<file path="src/rtl/riscv_pkg.sv">
// Shared RISC-V core definitions: privilege levels, interrupt codes, tvec modes
// and the mstatus bit positions owned by the trap controller.
package riscv_pkg;

  typedef enum logic [1:0] {
    PRIV_LVL_U = 2'b00,
    PRIV_LVL_S = 2'b01,
    PRIV_LVL_M = 2'b11
  } priv_lvl_t;

  typedef enum logic [1:0] {
    TVEC_DIRECT   = 2'd0,
    TVEC_VECTORED = 2'd1
  } tvec_mode_e;

  typedef enum logic [1:0] {
    XKIND_TRAP,
    XKIND_MRET,
    XKIND_SRET
  } xkind_e;

  localparam int unsigned IRQ_MEI = 11;
  localparam int unsigned IRQ_MSI = 3;
  localparam int unsigned IRQ_MTI = 7;
  localparam int unsigned IRQ_SEI = 9;
  localparam int unsigned IRQ_SSI = 1;
  localparam int unsigned IRQ_STI = 5;

  localparam int unsigned IRQ_W = 12;
  // Only S-level interrupts may be delegated.
  localparam logic [IRQ_W-1:0] IRQ_S_MASK = 12'h222;

  localparam int unsigned MS_SIE    = 1;
  localparam int unsigned MS_MIE    = 3;
  localparam int unsigned MS_SPIE   = 5;
  localparam int unsigned MS_MPIE   = 7;
  localparam int unsigned MS_SPP    = 8;
  localparam int unsigned MS_MPP_LO = 11;

  // Fixed priority MEI > MSI > MTI > SEI > SSI > STI; caller qualifies with |en.
  function automatic logic [3:0] irq_pick(input logic [IRQ_W-1:0] en);
    if (en[IRQ_MEI])      return 4'(IRQ_MEI);
    else if (en[IRQ_MSI]) return 4'(IRQ_MSI);
    else if (en[IRQ_MTI]) return 4'(IRQ_MTI);
    else if (en[IRQ_SEI]) return 4'(IRQ_SEI);
    else if (en[IRQ_SSI]) return 4'(IRQ_SSI);
    else                  return 4'(IRQ_STI);
  endfunction

endpackage

</file>
<file path="src/rtl/sync_ff.sv">
// Multi-flop synchronizer for a single asynchronous level input.
module sync_ff #(
  parameter int unsigned STAGES = 2
) (
  input  logic clk_i,
  input  logic rst_ni,
  input  logic d_i,
  output logic q_o
);

  logic [STAGES-1:0] r_sync;

  // NOTE: non-blocking assignment makes every flop sample the previous stage's old value.
  always_ff @(posedge clk_i or negedge rst_ni) begin
    if (!rst_ni) r_sync <= '0;
    else         r_sync <= {r_sync[STAGES-2:0], d_i};
  end

  assign q_o = r_sync[STAGES-1];

endmodule

</file>
<file path="src/rtl/trap_ctrl.sv">
// Commit-stage trap/interrupt controller: arbitrates traps and xret, sequences
// flush and redirect, and owns privilege level plus the mstatus interrupt stack.
module trap_ctrl
  import riscv_pkg::*;
#(
  parameter int unsigned XLEN        = 32,
  parameter int unsigned SYNC_STAGES = 2
) (
  input  logic            clk_i,
  input  logic            rst_ni,
  input  logic            ex_valid_i,
  input  logic [XLEN-1:0] ex_cause_i,
  input  logic [XLEN-1:0] ex_tval_i,
  input  logic [XLEN-1:0] ex_pc_i,
  input  logic            head_valid_i,
  input  logic [XLEN-1:0] head_pc_i,
  input  logic            mret_i,
  input  logic            sret_i,
  input  logic            msip_i,
  input  logic            mtip_i,
  input  logic            meip_i,
  input  logic            ssip_i,
  input  logic            stip_i,
  input  logic            seip_i,
  input  logic [XLEN-1:0] mie_csr_i,
  input  logic [XLEN-1:0] mideleg_i,
  input  logic [XLEN-1:0] medeleg_i,
  input  logic [XLEN-1:0] mtvec_i,
  input  logic [XLEN-1:0] stvec_i,
  input  logic [XLEN-1:0] mepc_i,
  input  logic [XLEN-1:0] sepc_i,
  input  logic            status_we_i,
  input  logic [XLEN-1:0] status_wdata_i,
  output logic            flush_o,
  input  logic            flush_done_i,
  output logic            redirect_valid_o,
  output logic [XLEN-1:0] redirect_pc_o,
  output logic            trap_we_o,
  output logic            trap_to_s_o,
  output logic [XLEN-1:0] trap_cause_o,
  output logic [XLEN-1:0] trap_epc_o,
  output logic [XLEN-1:0] trap_tval_o,
  output priv_lvl_t       priv_o,
  output logic [XLEN-1:0] status_o
);

  typedef enum logic [1:0] {ST_IDLE, ST_FLUSH, ST_COMMIT} trap_state_e;

  trap_state_e      r_state, w_state_n;
  xkind_e           r_kind, w_kind;
  logic             r_to_s, w_to_s, w_take;
  logic [XLEN-1:0]  r_cause, r_epc, r_tval, r_target;
  logic [XLEN-1:0]  w_cause, w_epc, w_tval, w_target, w_tvec, w_irq_cause, w_status;
  priv_lvl_t        r_priv, r_mpp;
  logic             r_mie, r_mpie, r_sie, r_spie, r_spp;
  logic             w_meip_s, w_seip_s, w_irq, w_m_en, w_s_en, w_unused;
  logic [IRQ_W-1:0] w_pend, w_deleg, w_en;
  logic [3:0]       w_code;
  logic [63:0]      w_medeleg;

  sync_ff #(.STAGES(SYNC_STAGES)) u_sync_meip (.clk_i(clk_i), .rst_ni(rst_ni), .d_i(meip_i), .q_o(w_meip_s));
  sync_ff #(.STAGES(SYNC_STAGES)) u_sync_seip (.clk_i(clk_i), .rst_ni(rst_ni), .d_i(seip_i), .q_o(w_seip_s));

  always_comb begin
    w_pend          = '0;
    w_pend[IRQ_MEI] = w_meip_s;
    w_pend[IRQ_MSI] = msip_i;
    w_pend[IRQ_MTI] = mtip_i;
    w_pend[IRQ_SEI] = w_seip_s;
    w_pend[IRQ_SSI] = ssip_i;
    w_pend[IRQ_STI] = stip_i;
    w_pend          = w_pend & mie_csr_i[IRQ_W-1:0];
  end

  assign w_deleg   = mideleg_i[IRQ_W-1:0] & IRQ_S_MASK;
  assign w_m_en    = (r_priv != PRIV_LVL_M) || r_mie;
  assign w_s_en    = (r_priv == PRIV_LVL_U) || ((r_priv == PRIV_LVL_S) && r_sie);
  assign w_en      = w_pend & ((~w_deleg & {IRQ_W{w_m_en}}) | (w_deleg & {IRQ_W{w_s_en}}));
  assign w_irq     = |w_en;
  assign w_code    = irq_pick(w_en);
  assign w_medeleg = 64'(medeleg_i);

  // NOTE: every always_comb output gets a default first so no path can infer a latch.
  always_comb begin
    w_state_n   = r_state;
    w_take      = 1'b0;
    w_kind      = XKIND_TRAP;
    w_to_s      = 1'b0;
    w_cause     = '0;
    w_epc       = '0;
    w_tval      = '0;
    w_target    = '0;
    w_tvec      = '0;
    w_irq_cause = '0;
    w_irq_cause[XLEN-1] = 1'b1;
    w_irq_cause[3:0]    = w_code;
    unique case (r_state)
      ST_IDLE: begin
        if (head_valid_i) begin
          if (w_irq) begin
            w_take  = 1'b1;
            w_to_s  = w_deleg[w_code];
            w_cause = w_irq_cause;
            w_epc   = head_pc_i;
          end else if (ex_valid_i) begin
            w_take  = 1'b1;
            w_to_s  = (r_priv != PRIV_LVL_M) && w_medeleg[ex_cause_i[5:0]];
            w_cause = ex_cause_i;
            w_epc   = ex_pc_i;
            w_tval  = ex_tval_i;
          end else if (mret_i) begin
            w_take   = 1'b1;
            w_kind   = XKIND_MRET;
            w_target = mepc_i;
          end else if (sret_i) begin
            w_take   = 1'b1;
            w_kind   = XKIND_SRET;
            w_target = sepc_i;
          end
          if (w_take && (w_kind == XKIND_TRAP)) begin
            w_tvec   = w_to_s ? stvec_i : mtvec_i;
            w_target = {w_tvec[XLEN-1:2], 2'b00};
            if (w_irq && (w_tvec[1:0] == 2'(TVEC_VECTORED)))
              w_target = w_target + XLEN'({w_code, 2'b00});
          end
          if (w_take) w_state_n = ST_FLUSH;
        end
      end
      ST_FLUSH:  if (flush_done_i) w_state_n = ST_COMMIT;
      ST_COMMIT: w_state_n = ST_IDLE;
      default:   w_state_n = ST_IDLE;
    endcase
  end

  always_ff @(posedge clk_i or negedge rst_ni) begin
    if (!rst_ni) r_state <= ST_IDLE;
    else         r_state <= w_state_n;
  end

  // Winner is frozen on leaving IDLE so later input changes cannot disturb the commit.
  always_ff @(posedge clk_i or negedge rst_ni) begin
    if (!rst_ni) begin
      r_kind   <= XKIND_TRAP;
      r_to_s   <= 1'b0;
      r_cause  <= '0;
      r_epc    <= '0;
      r_tval   <= '0;
      r_target <= '0;
    end else if (w_take) begin
      r_kind   <= w_kind;
      r_to_s   <= w_to_s;
      r_cause  <= w_cause;
      r_epc    <= w_epc;
      r_tval   <= w_tval;
      r_target <= w_target;
    end
  end

  always_ff @(posedge clk_i or negedge rst_ni) begin
    if (!rst_ni) begin
      r_priv <= PRIV_LVL_M;
      r_mpp  <= PRIV_LVL_M;
      r_mie  <= 1'b0;
      r_mpie <= 1'b0;
      r_sie  <= 1'b0;
      r_spie <= 1'b0;
      r_spp  <= 1'b0;
    end else if (r_state == ST_COMMIT) begin
      unique case (r_kind)
        XKIND_TRAP: begin
          if (r_to_s) begin
            r_spie <= r_sie;
            r_sie  <= 1'b0;
            r_spp  <= r_priv[0];
            r_priv <= PRIV_LVL_S;
          end else begin
            r_mpie <= r_mie;
            r_mie  <= 1'b0;
            r_mpp  <= r_priv;
            r_priv <= PRIV_LVL_M;
          end
        end
        XKIND_MRET: begin
          r_mie  <= r_mpie;
          r_mpie <= 1'b1;
          r_priv <= r_mpp;
          r_mpp  <= PRIV_LVL_U;
        end
        XKIND_SRET: begin
          r_sie  <= r_spie;
          r_spie <= 1'b1;
          r_priv <= r_spp ? PRIV_LVL_S : PRIV_LVL_U;
          r_spp  <= 1'b0;
        end
        default: ;
      endcase
    end else if (status_we_i) begin
      r_sie  <= status_wdata_i[MS_SIE];
      r_mie  <= status_wdata_i[MS_MIE];
      r_spie <= status_wdata_i[MS_SPIE];
      r_mpie <= status_wdata_i[MS_MPIE];
      r_spp  <= status_wdata_i[MS_SPP];
      r_mpp  <= (status_wdata_i[MS_MPP_LO+:2] == 2'b10) ? PRIV_LVL_U
                                                        : priv_lvl_t'(status_wdata_i[MS_MPP_LO+:2]);
    end
  end

  always_comb begin
    w_status               = '0;
    w_status[MS_SIE]       = r_sie;
    w_status[MS_MIE]       = r_mie;
    w_status[MS_SPIE]      = r_spie;
    w_status[MS_MPIE]      = r_mpie;
    w_status[MS_SPP]       = r_spp;
    w_status[MS_MPP_LO+:2] = r_mpp;
  end

  assign flush_o          = (r_state == ST_FLUSH);
  assign redirect_valid_o = (r_state == ST_COMMIT);
  assign trap_we_o        = (r_state == ST_COMMIT) && (r_kind == XKIND_TRAP);
  assign redirect_pc_o    = r_target;
  assign trap_to_s_o      = r_to_s;
  assign trap_cause_o     = r_cause;
  assign trap_epc_o       = r_epc;
  assign trap_tval_o      = r_tval;
  assign priv_o           = r_priv;
  assign status_o         = w_status;

  assign w_unused = ^{mie_csr_i[XLEN-1:IRQ_W], mideleg_i[XLEN-1:IRQ_W], status_wdata_i[XLEN-1:13],
                      status_wdata_i[10:9], status_wdata_i[6], status_wdata_i[4], status_wdata_i[2],
                      status_wdata_i[0]};

endmodule

</file>
<file path="config.mk">
export PLATFORM = sky130hd
export DESIGN_NAME = trap_ctrl
export DESIGN_NICKNAME = d
export VERILOG_FILES = /design/src/rtl/riscv_pkg.sv /design/src/rtl/sync_ff.sv /design/src/rtl/trap_ctrl.sv
export SDC_FILE = /design/constraint.sdc
export NUM_CORES = 1
export LEC_CHECK = 0
export CORE_AREA = 2 2 218 220
export CTS_BUF_LIST = sky130_fd_sc_hd__clkbuf_2 sky130_fd_sc_hd__clkbuf_4 sky130_fd_sc_hd__clkbuf_8
export CTS_CLUSTER_SIZE = 25
export DETAILED_ROUTE_END_ITERATION = 16
export DIE_AREA = 0 0 220 222
export MAX_ROUTING_LAYER = met4
export SLEW_MARGIN = 20
export SYNTH_ARGS = -nofsm -noshare
export SYNTH_HDL_FRONTEND = slang
export SYNTH_SLANG_ARGS = --single-unit
</file>
<file path="constraint.sdc">
create_clock -name clk_i -period 9.1 [get_ports clk_i]
set_input_delay 0.91 -clock clk_i [delete_from_list [all_inputs] [get_ports clk_i]]
set_output_delay 0.91 -clock clk_i [all_outputs]
set_load 0.1 [all_outputs]
</file>
==> out/metrics.yaml <==
hold_path:
  holdCritStartpoint: "u_sync_seip.r_sync[0]"
  hp-class: "flop to flop"
global_route:
  grt_util_met2_pct: 26.4
  grt_pass1_vias: 8940
  grt-busiest-layer: "met2"
  grt_max_degree: 93
  grt_antenna_before_repair: 3
  grt-ovfl-total: 0
  grt_pass1_wl_mm: 53.8
  gr-usage-met1_pct: 16.8
  grtUsageMet3_pct: 3.51
  grt_use_total_pct: 15.2
drt:
  drt-total-wl_mm: 36.9
  vias: 8909
  wire_per_inst_microns: 18.3
  drtIter0Drc: 545
  vias_per_cell: 4.41
  ant_nets: 0
  dr.pass1.iters: 5
  drcViolationCount: 0
finish:
  drive_gt1_share_pct: 5.81
  final_cell_mix: "clkdlybuf4s50_1, nand2_1, dfrtp_1"
  layout_commonest_cell: "clkdlybuf4s50_1"
  fill_cells: 4899
  design_area_sq_um: 13900
  nNetsFinal: 1805
  area.growth.synth_to_final_pct: 63.9
sta:
  finalHoldViolations: 0
  period_minus_slack_ns: 6.39
  finClkSkew_ns: 0.0196
  finalMaxSlewViolations: 0
  finalSetupViolations: 0
  grt_setup_unrepaired: "no"
  fin_crit_sh_pct: 70.2
  max_freq_ghz: 0.157
  fin_tns_setup_ns: 0
  relSlewSlack_pct: 22.9
  worst_pin_slew_ns: 1.15
synthesis:
  synth_cell_type_count: 75
  synth_xor_area_share_pct: 2.78
  synthSimpleGateAreaFrac_pct: 23.6
  synth_enable_flop_cells: 0
  synth_compound_area_share_pct: 16.7
  synthCells: 979
  synth_area_sq_um: 8500
  yosys_warnings: 0
  synth_top_family_by_area: "simple AND/OR/NAND/NOR gates"
  synth_seq_cells: 146
  muxShareOfSynthArea_pct: 5.99
  async_flop_share_pct: 100
  synth_fa_ha_area_share_pct: 1.27
  syn_avg_cell_area_sq_um: 8.68
  ys.flop_type: "dfrtp_1"
  ys_seq_area_share_pct: 43.0
worst_setup_path:
  r2r-start: "priv_o[1]"
  critPathMaxStageDelay_ns: 0.99
  critical_path_buf_inv_count: 1
  r2r_end: "redirect_pc_o[30]"
  r2r_slack_ns: 3.36
  slowest_stage: "clkdlybuf4s50_1"
  worst_ep_arrival_time_ns: 6.73
  worstPathRequired_ns: 9.44
  endpoint: "redirect_pc_o[30]"
  endpoint_kind: "flop"
  crit_chain: "clkdlybuf4s50_1 > mux4_2 > or4b_1 > o41ai_1 > or4_4 > or2_1 > nand2_2 > mux2_2 > ha_1 > nor2b_1 > o21a_1 > o21bai_1 > o21bai_4 > nor3b_2 > nor3b_2 > xor2_1 > o221ai_1"
  reg2regPathDepth: 16
  startpoint_type: "primary input"
  cp_top_family: "simple AND/OR/NAND/NOR gates"
  crit_path_start: "ex_cause_i[0]"
  cp.depth: 17
  cp_common_cell: "nor3b_2"
  setup.worst_path.class: "primary input to flop"
  worstPathMaxFanout: 35
cts:
  holdBufCountCts: 0
  ctsResizeCount: 0
  htree_num_levels: 4
  clk_path_buf_depth: 2
  cts_made_buffers: 17
  cts_tree: "yes"
  post_cts_buffers: 0
  cts_root_buffer: "clkbuf_8"
  cts_sinks: 146
  clk-insertion-delay-late_ns: 0.51
  path_clk_slew_ns: 0.10
die:
  die_w_microns: 220
  die-area_sq_um: 48800
  start_util_pct: 18.4
  chipHeight_microns: 222
  fp-row-count: 79
  core_sq_um: 46300
  pin_count: 564
power_and_ir_drop:
  ir_drop_uv: 264
  power.leakage_nw: 5.73
  p_per_area_nw_per_um2: 341
placed_design:
  dp_hpwl_mm: 28.6
  portBuffers: 458
  gp_congestion: 0.888
  placed_area_sq_um: 13600
job:
  drv_cap: 0
run_status:
  status: "complete, no violations"
==> where the power goes <==
group / switching, W / internal, W
Clock: 0.000297 / 0.000203
Combinational: 0.00245 / 0.000760
Sequential: 0.000150 / 0.000888
Total: 0.00290 / 0.00185
==> Yosys cell counts (all sizes together), types with 3 or more instances <==
library cell  number  share of area (%)
o31ai              7               0.62
nand2b             6               0.44
a21oi             39                2.3
and2               6               0.44
nand4              6               0.44
clkbuf            44                1.9
inv               17               0.75
o21ai             37                2.2
o221ai            11                1.1
a22oi             21                1.9
a221o              3               0.35
ha                 7                1.0
nor3              13               0.77
mux2               5               0.71
nor4               4               0.29
mux4               6                1.6
nor2             116                5.1
nor2b              5               0.46
a21o               4               0.37
o211ai             3               0.26
dfrtp            142                 42
buf               48                3.7
nand2            179                7.9
a221oi            44                4.5
nor3b              8               0.82
mux2i             31                3.7
xnor2              9               0.93
a211oi             5               0.65
or3                5               0.38
dfstp              4                1.2
nand3             74                4.4
xor2              18                1.9
o21bai             3               0.40
a31oi              9               0.66
and3              13                1.0
==> metrics by stage <==
stage | cells | utilization [%] | setup slack [ns] | power, W | hold slack (ns)
after floorplan | 1003 | - | 4.05 | 0.00338 | 0.331
after global placement | 1987 | 29.3 | 2.27 | 0.00426 | 0.338
after detailed placement | 1987 | 29.3 | 2.14 | 0.00429 | 0.341
after CTS | 2019 | 30.1 | 2.70 | 0.00481 | 0.368
after global routing | 2022 | 30.1 | 2.39 | 0.00498 | 0.381
final | 2022 | 30.1 | 2.71 | 0.00475 | 0.361
==> cell type report <==
| type | instances | area, sq um | area share (%) |
|---|---|---|---|
| diodes | 3 | 7.51 | 0.0539 |
| clock inverters | 14 | 120 | 0.862 |
| clock buffers | 18 | 248 | 1.78 |
| multi-input cells | 747 | 4400 | 31.6 |
| flip-flops and latches | 146 | 3660 | 26.3 |
| inverters | 17 | 63.8 | 0.458 |
| well taps | 607 | 759 | 5.45 |
| repair buffers | 470 | 4670 | 33.5 |
==> layer usage <==
metal | vias to the layer above | routed length (microns)
met4 | 0 | 856
met3 | 38 | 2620
li1 | 4280 | -
met1 | 4247 | 14800
met2 | 344 | 18600
met5 | - | 0
==> sequential cells by signal, indices dropped and copies added, names as in the netlist <==
signal	cells
r_spie	1
redirect_pc_o	32
r_mie	1
r_state	2
priv_o	2
u_sync_seip.r_sync	2
r_kind	2
r_mpp	2
trap_to_s_o	1
trap_tval_o	32
r_spp	1
trap_epc_o	32
trap_cause_o	32
r_mpie	1
u_sync_meip.r_sync	2
r_sie	1
==> logic make-up (layout without fill, tap and decap cells) <==
group / count (synthesis) / in the layout
fa+ha+maj: 8 / 8
xor+xnor: 27 / 27
buf+inv: 110 / 519
mux: 42 / 42
other cells: 1 / 28
flops: 146 / 146
simple gates: 446 / 446
compound gates: 199 / 199
==> how the worst min path moves through the flow <==
stage	end	slack, ns	depth (start not counted)
5_1_grt	u_sync_seip.r_sync[1]	0.38	0
2_1_floorplan	u_sync_meip.r_sync[1]	0.33	0
6_report	u_sync_seip.r_sync[1]	0.36	0
4_1_cts	u_sync_seip.r_sync[1]	0.37	0
3_3_place_gp	u_sync_seip.r_sync[1]	0.34	0
3_5_place_dp	u_sync_seip.r_sync[1]	0.34	0
Power figures use the tool's default switching activity.
